`config.mk`:
```
export PLATFORM = sky130hd
export DESIGN_NAME = uart_rx_param_flat
export DESIGN_NICKNAME = d
export VERILOG_FILES = /design/src/rtl/uart_rx_param_if.sv /design/src/rtl/uart_rx_param.sv /design/src/flat_wrapper.sv
export SDC_FILE = /design/constraint.sdc
export NUM_CORES = 1
export LEC_CHECK = 0
export BUFFER_PORTS_ARGS = -buffer_cell sky130_fd_sc_hd__buf_2
export CORE_ASPECT_RATIO = 0.9
export CORE_MARGIN = 2
export CORE_UTILIZATION = 50
export DETAILED_ROUTE_END_ITERATION = 8
export PLACE_DENSITY = 0.77
export SYNTH_ARGS = -nofsm -noshare
export SYNTH_HDL_FRONTEND = slang
export SYNTH_SLANG_ARGS = --single-unit
```
`constraint.sdc`:
```
create_clock -name CLOCK_50 -period 2.65 [get_ports CLOCK_50]
set_input_delay 0.1325 -clock CLOCK_50 [delete_from_list [all_inputs] [get_ports CLOCK_50]]
set_output_delay 0.1325 -clock CLOCK_50 [all_outputs]
set_load 0.05 [all_outputs]
```
`src/rtl/uart_rx_param_if.sv`:
```
// Receiver-to-consumer bundle: the received word, its error flags, the
// valid/ready handshake, the overrun pulse and the busy indication.
interface uart_rx_param_if #(
    parameter int DATA_BITS = 8
) ();
    logic [DATA_BITS-1:0] rx_data;
    logic                 rx_valid;
    logic                 rx_ready;
    logic                 parity_err;
    logic                 frame_err;
    logic                 overrun;
    logic                 busy;

    modport master (
        output rx_data,
        output rx_valid,
        input  rx_ready,
        output parity_err,
        output frame_err,
        output overrun,
        output busy
    );

    modport slave (
        input  rx_data,
        input  rx_valid,
        output rx_ready,
        input  parity_err,
        input  frame_err,
        input  overrun,
        input  busy
    );
endinterface

```
`src/rtl/uart_rx_param.sv`:
```
// Parametrised UART receiver: configurable width/parity/stop bits, start-bit
// glitch rejection, per-word error flags and valid/ready output with overrun.
//
// state     | meaning
// ----------+-----------------------------------------------------------
// S_IDLE    | line idle, waiting for a falling edge on rx_s
// S_START   | half a bit period into the start bit; re-check for glitch
// S_DATA    | sampling DATA_BITS payload bits, LSB first
// S_PARITY  | sampling the parity bit
// S_STOP    | sampling STOP_BITS stop bits
// S_DELIVER | one cycle: hand the word to the consumer or flag overrun
// S_RECOVER | framing error seen; wait for the line to return high
module uart_rx_param #(
    parameter int CLKS_PER_BIT = 5208,
    parameter int DATA_BITS    = 8,
    parameter int PARITY       = 0,
    parameter int STOP_BITS    = 1
) (
    input  logic            CLOCK_50,
    input  logic            rst_n,
    input  logic            rx,
    uart_rx_param_if.master rx_if
);
    localparam int CNT_W = $clog2(CLKS_PER_BIT);
    localparam int IDX_W = $clog2(DATA_BITS + 1);

    localparam logic [CNT_W-1:0] CNT_FULL  = CNT_W'(CLKS_PER_BIT - 1);
    localparam logic [CNT_W-1:0] CNT_HALF  = CNT_W'(CLKS_PER_BIT / 2 - 1);
    localparam logic [IDX_W-1:0] LAST_DATA = IDX_W'(DATA_BITS - 1);
    localparam logic [IDX_W-1:0] LAST_STOP = IDX_W'(STOP_BITS - 1);

    typedef enum logic [2:0] {
        S_IDLE,
        S_START,
        S_DATA,
        S_PARITY,
        S_STOP,
        S_DELIVER,
        S_RECOVER
    } state_t;

    state_t               state_q, state_d;
    logic                 rx_meta_q, rx_s_q;
    logic [CNT_W-1:0]     cnt_q, cnt_d;
    logic [IDX_W-1:0]     idx_q, idx_d;
    logic [DATA_BITS-1:0] shift_q, shift_d;
    logic                 perr_pend_q, perr_pend_d;
    logic                 ferr_pend_q, ferr_pend_d;
    logic [DATA_BITS-1:0] data_q, data_d;
    logic                 valid_q, valid_d;
    logic                 perr_q, perr_d;
    logic                 ferr_q, ferr_d;
    logic                 ovr_q, ovr_d;

    logic tick_full;
    logic tick_half;
    logic par_xor;

    assign tick_full = (cnt_q == CNT_FULL);
    assign tick_half = (cnt_q == CNT_HALF);
    assign par_xor   = ^{shift_q, rx_s_q};

    always_ff @(posedge CLOCK_50 or negedge rst_n) begin
        if (!rst_n) begin
            rx_meta_q   <= 1'b1;
            rx_s_q      <= 1'b1;
            state_q     <= S_IDLE;
            cnt_q       <= '0;
            idx_q       <= '0;
            shift_q     <= '0;
            perr_pend_q <= 1'b0;
            ferr_pend_q <= 1'b0;
            data_q      <= '0;
            valid_q     <= 1'b0;
            perr_q      <= 1'b0;
            ferr_q      <= 1'b0;
            ovr_q       <= 1'b0;
        end else begin
            rx_meta_q   <= rx;
            rx_s_q      <= rx_meta_q;
            state_q     <= state_d;
            cnt_q       <= cnt_d;
            idx_q       <= idx_d;
            shift_q     <= shift_d;
            perr_pend_q <= perr_pend_d;
            ferr_pend_q <= ferr_pend_d;
            data_q      <= data_d;
            valid_q     <= valid_d;
            perr_q      <= perr_d;
            ferr_q      <= ferr_d;
            ovr_q       <= ovr_d;
        end
    end

    always_comb begin
        state_d     = state_q;
        idx_d       = idx_q;
        shift_d     = shift_q;
        perr_pend_d = perr_pend_q;
        ferr_pend_d = ferr_pend_q;
        data_d      = data_q;
        valid_d     = valid_q;
        perr_d      = perr_q;
        ferr_d      = ferr_q;
        ovr_d       = 1'b0;

        if (valid_q && rx_if.rx_ready) begin
            valid_d = 1'b0;
        end

        case (state_q)
            S_IDLE: begin
                if (!rx_s_q) begin
                    state_d     = S_START;
                    perr_pend_d = 1'b0;
                    ferr_pend_d = 1'b0;
                end
            end
            S_START: begin
                if (tick_half) begin
                    state_d = rx_s_q ? S_IDLE : S_DATA;
                    idx_d   = '0;
                end
            end
            S_DATA: begin
                if (tick_full) begin
                    shift_d = {rx_s_q, shift_q[DATA_BITS-1:1]};
                    if (idx_q == LAST_DATA) begin
                        idx_d   = '0;
                        state_d = (PARITY != 0) ? S_PARITY : S_STOP;
                    end else begin
                        idx_d = idx_q + IDX_W'(1);
                    end
                end
            end
            S_PARITY: begin
                if (tick_full) begin
                    // odd mode: total ones must be odd; even mode: even
                    perr_pend_d = (PARITY == 1) ? ~par_xor : par_xor;
                    state_d     = S_STOP;
                end
            end
            S_STOP: begin
                if (tick_full) begin
                    if (!rx_s_q) begin
                        ferr_pend_d = 1'b1;
                    end
                    if (idx_q == LAST_STOP) begin
                        state_d = S_DELIVER;
                    end else begin
                        idx_d = idx_q + IDX_W'(1);
                    end
                end
            end
            S_DELIVER: begin
                if (!valid_q || rx_if.rx_ready) begin
                    data_d  = shift_q;
                    perr_d  = perr_pend_q;
                    ferr_d  = ferr_pend_q;
                    valid_d = 1'b1;
                end else begin
                    ovr_d = 1'b1;
                end
                state_d = ferr_pend_q ? S_RECOVER : S_IDLE;
            end
            S_RECOVER: begin
                if (rx_s_q) begin
                    state_d = S_IDLE;
                end
            end
            default: state_d = S_IDLE;
        endcase

        // one shared bit-period counter, restarted on every state change
        if ((state_d != state_q) || tick_full) begin
            cnt_d = '0;
        end else begin
            cnt_d = cnt_q + CNT_W'(1);
        end
    end

    assign rx_if.rx_data    = data_q;
    assign rx_if.rx_valid   = valid_q;
    assign rx_if.parity_err = perr_q;
    assign rx_if.frame_err  = ferr_q;
    assign rx_if.overrun    = ovr_q;
    assign rx_if.busy       = (state_q != S_IDLE);
endmodule
```
`src/flat_wrapper.sv`:
```
// flat-port wrapper written by rule: the top's interface ports become plain ports
module uart_rx_param_flat 
#(
    parameter int CLKS_PER_BIT = 5208,
    parameter int DATA_BITS    = 8,
    parameter int PARITY       = 0,
    parameter int STOP_BITS    = 1
)
  (CLOCK_50, rst_n, rx, rx_if_rx_data, rx_if_rx_valid, rx_if_rx_ready, rx_if_parity_err, rx_if_frame_err, rx_if_overrun, rx_if_busy);
  uart_rx_param_if #(.DATA_BITS(DATA_BITS)) rx_if_i ();
  input  logic CLOCK_50;
  input  logic rst_n;
  input  logic rx;
  output wire logic [$bits(rx_if_i.rx_data)-1:0] rx_if_rx_data;
  output wire logic [$bits(rx_if_i.rx_valid)-1:0] rx_if_rx_valid;
  input wire logic [$bits(rx_if_i.rx_ready)-1:0] rx_if_rx_ready;
  output wire logic [$bits(rx_if_i.parity_err)-1:0] rx_if_parity_err;
  output wire logic [$bits(rx_if_i.frame_err)-1:0] rx_if_frame_err;
  output wire logic [$bits(rx_if_i.overrun)-1:0] rx_if_overrun;
  output wire logic [$bits(rx_if_i.busy)-1:0] rx_if_busy;
  assign rx_if_rx_data = rx_if_i.rx_data;
  assign rx_if_rx_valid = rx_if_i.rx_valid;
  assign rx_if_i.rx_ready = rx_if_rx_ready;
  assign rx_if_parity_err = rx_if_i.parity_err;
  assign rx_if_frame_err = rx_if_i.frame_err;
  assign rx_if_overrun = rx_if_i.overrun;
  assign rx_if_busy = rx_if_i.busy;
  uart_rx_param #(.CLKS_PER_BIT(CLKS_PER_BIT), .DATA_BITS(DATA_BITS), .PARITY(PARITY), .STOP_BITS(STOP_BITS)) u_core (.CLOCK_50(CLOCK_50), .rst_n(rst_n), .rx(rx), .rx_if(rx_if_i));
endmodule
```
Word-level counts from Yosys, hierarchy flattened
Cells that the tools add are included.

word-level totals
  input port bits = 4
  register bits after elaboration = 44
  word-level logic and storage cells = 77
  output and inout bits = 13

cells by class
  eq/ne operators = 17
  $add $sub $neg = 2
  reduce and logical (&&, ||, !) cells = 16
  muxes and demuxes = 29

operators with widths
  operator                                               count
  2-to-1 mux 3 bit                                       9
  one-hot mux 3 bit (7 select lines)                     1
  2-to-1 mux 4 bit                                       5
  adder 13 x 1 -> 13 bit, second input constant          1
  equality test 13 x 12 -> 1 bit, second input constant  1
  equality test 13 bit, second input constant            1
  2-to-1 mux 13 bit                                      1
  one-hot mux 4 bit (3 select lines)                     1
  equality test 3 bit, second input constant             3
  2-to-1 mux 1 bit                                       9
  parity 9 bit                                           1
  != test 2 x 1 -> 1 bit, second input constant          4
  equality test 3 x 2 -> 1 bit, second input constant    2
  != test 2 bit, second input constant                   3
  nonzero test 3 bit                                     2
  AND reduction 5 bit                                    1
  adder 4 x 1 -> 4 bit, second input constant            1
  equality test 4 x 3 -> 1 bit, second input constant    1
  logical NOT 4 bit                                      1
  one-hot mux 1 bit (2 select lines)                     2
  AND reduction 2 bit                                    2
  AND reduction 4 bit                                    1
  nonzero test 2 bit                                     2
  equality test 3 x 1 -> 1 bit, second input constant    1
  other kinds (7)                                        8

Depth between registers and ports, before layout
Gate-level depths: netlist of run 1.

  word-level depth = 7
  mapped depth = 7
  depth with buffers taken out = 6

Least setup slack after synthesis of run 1
No wires, ideal clock.

  kind = reg2reg
  start point = reg u_core.cnt_q[0]
  end point = reg u_core.idx_q[0]
  path slack = 0.314 ns
  buffers on the path = 0
  clock period less this slack = 2.336 ns
  stages on the path, launching flop included = 7
  setup time = 0.125 ns
  arrival time = 2.211 ns
  data required time = 2.525 ns
  cell sequence = dfrtp_1 > ha_1 > or3b_4 > or4_4 > a2bb2oi_2 > a41o_1 > mux2_4

on the way
  longest elaborated chain between the ends = 3
  elaborated cells on any way between the ends = 6
  classes of those cells = eq/ne: 5; reduce/logical: 1

ends and longest elaborated chain
  element                                                                        line                                      RTL
  from (decl)                                                                    uart_rx_param.sv:44                       logic [CNT_W-1:0] cnt_q, cnt_d;
  from (signal assigned)                                                         uart_rx_param.sv:82                       cnt_q <= cnt_d;
  equality test 13 bit / equality test 13 x 12 -> 1 bit (equally long branches)  uart_rx_param.sv:59, uart_rx_param.sv:60
  != test 2 x 1 -> 1 bit (no source line)                                        --
  AND reduction 5 bit (no source line) (*)                                       --
  to (signal assigned)                                                           uart_rx_param.sv:83                       idx_q <= idx_d;
  to (decl)                                                                      uart_rx_param.sv:45                       logic [IDX_W-1:0] idx_q, idx_d;

Every way passes the cells marked *; elsewhere a longest branch is shown, timed or not.
A chain may end at the register's enable or synchronous reset.

Worst setup path after layout of run 1
Ends and elaborated chain as after synthesis.

==> run_results.csv, run 1 <==
group,metric,value,unit
setup_path,critPathBufInv,0,
clocking,cts_buffers,5,
setup_path,cp_cell_sequence,"ha_1 > or3b_4 > or4_4 > a2bb2oi_2 > a41o_1 > mux2_4",
setup_path,cp_top_family,"simple AND/OR/NAND/NOR gates",
status,violations,"negative hold slack",
setup_path,worst_setup_path_start_kind,"flip-flop",
die,die_w,73.24,um
cells_and_area,antenna_cells,0,
power,clkPwrFrac,0.420,
grt,top_usage_layer,"met2",
timing,finalMaxSlewViolations,0,
synthesis,synth_area,2157,um^2
grt,grt_max_degree,45,
synthesis,synth_area_per_cell,10.95,um^2
cells_and_area,drive_gt1_frac,0.2420,
power,comb_power_share,0.014,
timing,worstMarginPinSlew,0.9338,ns
die,num_rows,22,
die,ios,17,
setup_path,path_class,"flip-flop to flip-flop",
synthesis,ys_async_sr_fraction,1.000,
setup_path,path_max_fanout,4,
grt,grt_overflow,0,
routing,first_iter_violations,83,
synthesis,synthCells,197,
timing,hold_slack,-0.03320,ns
power,seqPwrFrac,0.566,
timing,setup_viol,0,
clocking,cts_buffer_depth,2,
setup_path,critPathRequiredTime,2.83,ns
cells_and_area,fill_cells,326,
routing,route.detailed.drc,0,
placement,hpwlAfterDp,2.632,mm
timing,rsz0062_at_grt,"false",
clocking,insertion_delay,0.29,ns
grt,gr-usage-met2,0.2838,
clocking,htree_num_levels,2,
synthesis,syn_nets,204,
die,die_h,66.31,um
timing,final.min_clock_period,2.443,ns
cells_and_area,final_common_cell,"dfrtp_1",
setup_path,arrival,2.63,ns
synthesis,synth_edf_count,0,
setup_path,r2r_setup_slack,0.21,ns
setup_path,max_stage_delay,0.57,ns
status,status,"finished, violations left",
clocking,cts_tree,"done",
routing,antenna_left,0,
setup_path,crit_slowest_cell,"or4_4",
power,swShare,0.1994,
worst_hold_path,hold_path_class,"input pin to asynchronous set/reset pin",
grt,use_met3,0.04116,
grt,antenna_found_initial,0,
cells_and_area,area_growth,12.12,%
clocking,cts_resized,0,
routing,wl,3.773,mm
timing,layout_setup_ws,0.2073,ns
die,core_area,4101,um^2
grt,grt_util_met1,0.2221,
grt,track_usage,0.1736,
cells_and_area,nNetsFinal,225,
timing,skew,0.004839,ns
power,max-vdd-ir-drop,0.0003641,V
routing,vias,1490,
power,p_per_area,493.8,nW/um^2
timing,finalCritPeriodShare,0.9218,
synthesis,ys_types,44,
placement,gp_congestion,0.7826,
grt,grt_pass1_wl,6.520,mm
synthesis,yosysWarnings,0,
timing,relSlewSlack,0.3774,
die,die_area,4856,um^2
routing,firstDrtPassIters,4,
synthesis,ys.flop_type,"dfrtp_1",
clocking,cts_sinks,44,
timing,setup_tns,0,ns
power,p_leak,1.160,nW
cells_and_area,most-common-layout-cells,"dfrtp_1 (42), nor2_1 (24), mux2_2 (18), buf_2 (16), xnor2_1 (12)",
placement,preCtsSetupSlack,0.2201,ns
routing,avgRoutedWirePerCell,14.13,um
grt,grt_pass1_vias,1464,
clocking,cts-root-buf,"clkbuf_8",
synthesis,ys_ff_latch,44,
timing,finalHoldViolations,42,
routing,drt-vias-per-instance,5.581,
placement,io_buffers,16,
power,switching_power,238.1,uW
power,internal_power,956.1,uW
timing,max_freq,409.4,MHz
die,start_util,0.5259,
clocking,path_clk_slew,0.08,ns
synthesis,synth_seq_area_share,0.5116,
run,maxCapViolations,0,
cells_and_area,postLayoutCoreUtil,0.5897,
setup_path,cp-end-kind,"flip-flop",
[cells in the mapped netlist, types with 5 or more instances]
cell type,count,area share
xnor2_1,12,0.049
nand3_1,7,0.016
nand2b_1,5,0.015
inv_1,5,0.0087
dfrtp_1,42,0.49
xor2_1,7,0.028
clkbuf_1,6,0.010
nor2_1,24,0.042
nand2_1,11,0.019
mux2_2,18,0.094
and3_1,5,0.015
nand3b_1,5,0.017
[sequential cells by signal (all words and copies together), names as in the netlist]
name	cells
u_core.cnt_q	13
u_core.rx_if.rx_data	8
u_core.shift_q	8
u_core.idx_q	4
u_core.state_q	3
u_core.ferr_pend_q	1
u_core.perr_pend_q	1
u_core.rx_if.frame_err	1
u_core.rx_if.overrun	1
u_core.rx_if.parity_err	1
u_core.rx_if.rx_valid	1
u_core.rx_meta_q	1
u_core.rx_s_q	1
[worst paths after layout]
| path | end | cells after the start | from |
|---|---|---|---|
| setup / recovery | u_core.idx_q[0] | 6 | u_core.cnt_q[0] |
| hold / removal | u_core.rx_if.rx_data[2] | 1 | rst_n |
| setup reg to reg | u_core.idx_q[0] | 6 | u_core.cnt_q[0] |
| hold reg to reg | u_core.rx_s_q | 0 | u_core.rx_meta_q |
| max in group asynchronous | u_core.cnt_q[6] | 1 | rst_n |
| min in group CLOCK_50 | u_core.rx_if.overrun | 3 | rx_if_rx_ready |
[per-layer routing]
metal / wire [um] / up-vias / part of all wire
li1: - / 727 / -
met1: 1796 / 730 / 0.48
met4: 38 / 0 / 0.010
met5: 0 / - / 0
met2: 1798 / 29 / 0.48
met3: 140 / 4 / 0.037
[timing repair]
item                                   4_1_cts  5_1_grt
buffers inserted                             0        0
hold buffers                                 1        0
endpoints found under the hold margin        1        0
[cell type report]
cell class	instances	area [um^2]	area share
multi-input combinational	142	1012	0.4185
clock inverter	3	42.54	0.01759
timing repair buffer	20	112.6	0.04656
tap	48	60.06	0.02483
clock buffer	5	68.82	0.02845
sequential	44	1104	0.4563
inverter	5	18.77	0.007760
[stage by stage]
| step | total power [mW] | hold WS [ns] | instances | area, um^2 |
|---|---|---|---|---|
| 2_1_floorplan | 0.6906 | -0.1631 | 197 | 2157 |
| 3_3_place_gp | 0.7056 | 0.2383 | 258 | 2297 |
| 3_5_place_dp | 0.7063 | 0.2424 | 258 | 2297 |
| 4_1_cts | 1.211 | 0.01701 | 267 | 2419 |
| 5_1_grt | 1.241 | 0.04728 | 267 | 2419 |
| 6_report | 1.194 | -0.03320 | 267 | 2419 |
[logic make-up (layout without fill, tap and decap cells)]
family | Yosys count | after routing | synth area share
simple gates | 82 | 82 | 0.2106
flops | 44 | 44 | 0.5116
mux | 21 | 21 | 0.1102
xor+xnor | 19 | 19 | 0.07715
compound gates | 17 | 17 | 0.05395
buf+inv | 11 | 33 | 0.01914
fa+ha+maj | 3 | 3 | 0.01740
[power by group through the flow]
stage                     Clock (mW)  Sequential (mW)  Combinational (mW)
after global placement             0            0.689              0.0166
after CTS                      0.517            0.676              0.0180
final                          0.502            0.676              0.0166
after floorplan                    0            0.687             0.00331
after detailed placement           0            0.689              0.0169
after global routing           0.545            0.676              0.0198
Note: power is estimated with default switching activity, not from simulation.
==> run 2, diff against run 1 <==
==> constraint.sdc (replaced) <==
create_clock -name CLOCK_50 -period 2.65 [get_ports CLOCK_50]
set_input_delay 0.6625 -clock CLOCK_50 [delete_from_list [all_inputs] [get_ports CLOCK_50]]
set_output_delay 0.6625 -clock CLOCK_50 [all_outputs]
set_load 0.05 [all_outputs]
==> run_results.csv, run 2 (synthesis gave the netlist of run 1 again) <==
group,metric,value,unit
grt,track_usage,0.1804,
setup_path,max_stage_delay,0.57,ns
cells_and_area,stdcell_count,268,
grt,use_met3,0.05488,
cells_and_area,most-common-layout-cells,"dfrtp_1 (42), nor2_1 (24), mux2_2 (18), buf_2 (16), xnor2_1 (12)",
timing,finalMaxSlewViolations,0,
worst_hold_path,hold_path_class,"input pin to asynchronous set/reset pin",
setup_path,cp_cell_sequence,"ha_1 > or3b_4 > or4_4 > a2bb2oi_2 > a41o_1 > mux2_4",
timing,finalHoldViolations,0,
setup_path,cp-end-kind,"flip-flop",
timing,setup_viol,0,
setup_path,cp_top_family,"simple AND/OR/NAND/NOR gates",
die,die_h,66.31,um
grt,antenna_found_initial,0,
grt,top_usage_layer,"met2",
clocking,cts_sinks,44,
clocking,htree_num_levels,2,
timing,final.min_clock_period,2.462,ns
routing,wl,3.829,mm
grt,grt_overflow,0,
setup_path,critPathBufInv,0,
die,start_util,0.5259,
clocking,cts_buffer_depth,2,
routing,route.detailed.drc,0,
setup_path,critPathRequiredTime,2.83,ns
timing,worstMarginPinSlew,0.5010,ns
placement,dp_cells,260,
clocking,cts_resized,0,
power,power,1.234,mW
die,ios,17,
clocking,cts_tree,"done",
placement,gp_congestion,0.7777,
placement,io_buffers,16,
clocking,cts-root-buf,"clkbuf_8",
clocking,postCtsSetupBuffers,0,
cells_and_area,largest_reg_flops,13,
timing,rsz0062_at_grt,"false",
setup_path,path_class,"flip-flop to flip-flop",
die,num_rows,22,
die,die_w,73.24,um
setup_path,crit_slowest_cell,"or4_4",
grt,grt_max_degree,24,
timing,hold_slack,0.1497,ns
clocking,cts_buffers,5,
timing,max_freq,406.1,MHz
routing,firstDrtPassIters,5,
cells_and_area,nNetsFinal,226,
cells_and_area,area_growth,12.82,%
cells_and_area,drive_gt1_frac,0.2500,
setup_path,arrival,2.65,ns
routing,antenna_left,0,
routing,drt-vias-per-instance,5.507,
timing,finalCritPeriodShare,0.9292,
power,p_per_area,506.9,nW/um^2
setup_path,worst_setup_path_start_kind,"flip-flop",
routing,avgRoutedWirePerCell,14.29,um
grt,grt_pass1_vias,1447,
die,die_area,4856,um^2
cells_and_area,antenna_cells,0,
clocking,path_clk_slew,0.08,ns
cells_and_area,fill_cells,338,
cells_and_area,largest_register,"u_core.cnt_q",
timing,skew,0.004419,ns
placement,hpwlAfterDp,2.740,mm
grt,gr-usage-met2,0.2759,
grt,grt_pass1_wl,6.693,mm
power,p_leak,1.172,nW
grt,grt_util_met1,0.2437,
setup_path,r2r_setup_slack,0.19,ns
power,max-vdd-ir-drop,0.0003656,V
clocking,cts_hold_buf,0,
routing,vias,1476,
routing,first_iter_violations,131,
cells_and_area,final_common_cell,"dfrtp_1",
die,core_area,4101,um^2
setup_path,path_max_fanout,4,
clocking,insertion_delay,0.29,ns
timing,setup_tns,0,ns
timing,relSlewSlack,0.6650,
status,status,"complete, no violations",
run,maxCapViolations,0,
run 2: cell count changes in the layout (fill, tap and decap cells not counted), sizes merged:
cell         delta
dlygate4sd3     -1
buf             +2
clkinvlp        -1
clkbuf          +1
run 2: area by class of cell:
class / count / area, um^2 / area share
inverters: 5 / 18.77 / 0.007712
repair buffers: 21 / 117.6 / 0.04833
well taps: 48 / 60.06 / 0.02468
clock buffers: 6 / 82.58 / 0.03393
flip-flops and latches: 44 / 1104 / 0.4535
multi-input cells: 142 / 1012 / 0.4159
clock inverters: 2 / 38.79 / 0.01594
run 2: path summary, 6_finish.rpt:
| path | endpoint | cells past startpoint | startpoint |
|---|---|---|---|
| min in group CLOCK_50 | u_core.rx_s_q | 0 | u_core.rx_meta_q |
| setup / recovery | u_core.idx_q[0] | 6 | u_core.cnt_q[0] |
| setup reg to reg | u_core.idx_q[0] | 6 | u_core.cnt_q[0] |
| hold reg to reg | u_core.rx_s_q | 0 | u_core.rx_meta_q |
| max in group asynchronous | u_core.rx_meta_q | 2 | rst_n |
| hold / removal | u_core.rx_if.rx_data[1] | 1 | rst_n |
run 2: power breakdown:
part	leakage (nW)	switching (mW)	internal [mW]
Combinational	0.518	0.0133	0.00477
Sequential	0.593	0.00222	0.674
Clock	0.0614	0.231	0.308
run 2: per-layer routing:
| metal | up-vias | routed length (um) | part of all wire |
|---|---|---|---|
| met5 | - | 0 | 0 |
| met1 | 707 | 1862 | 0.49 |
| met2 | 36 | 1779 | 0.46 |
| met3 | 2 | 160 | 0.042 |
| li1 | 731 | - | - |
| met4 | 0 | 27 | 0.0071 |
run 2: stage by stage:
| stage | cell area [um^2] | worst slack [ns] | util |
|---|---|---|---|
| final | 2434 | 0.1876 | 0.5934 |
| after global placement | 2312 | 0.2587 | 0.5638 |
| after floorplan | 2157 | 0.3140 | - |
| after global routing | 2434 | 0.08261 | 0.5934 |
| after CTS | 2434 | 0.1759 | 0.5934 |
| after detailed placement | 2312 | 0.2006 | 0.5638 |
run 2: worst register-to-register path: stages, from the launching register on:
cell and delay [ns]:
dfrtp_1 0.39, ha_1 0.21, or3b_4 0.42, or4_4 0.57, a2bb2oi_2 0.17, a41o_1 0.28, mux2_4 0.30
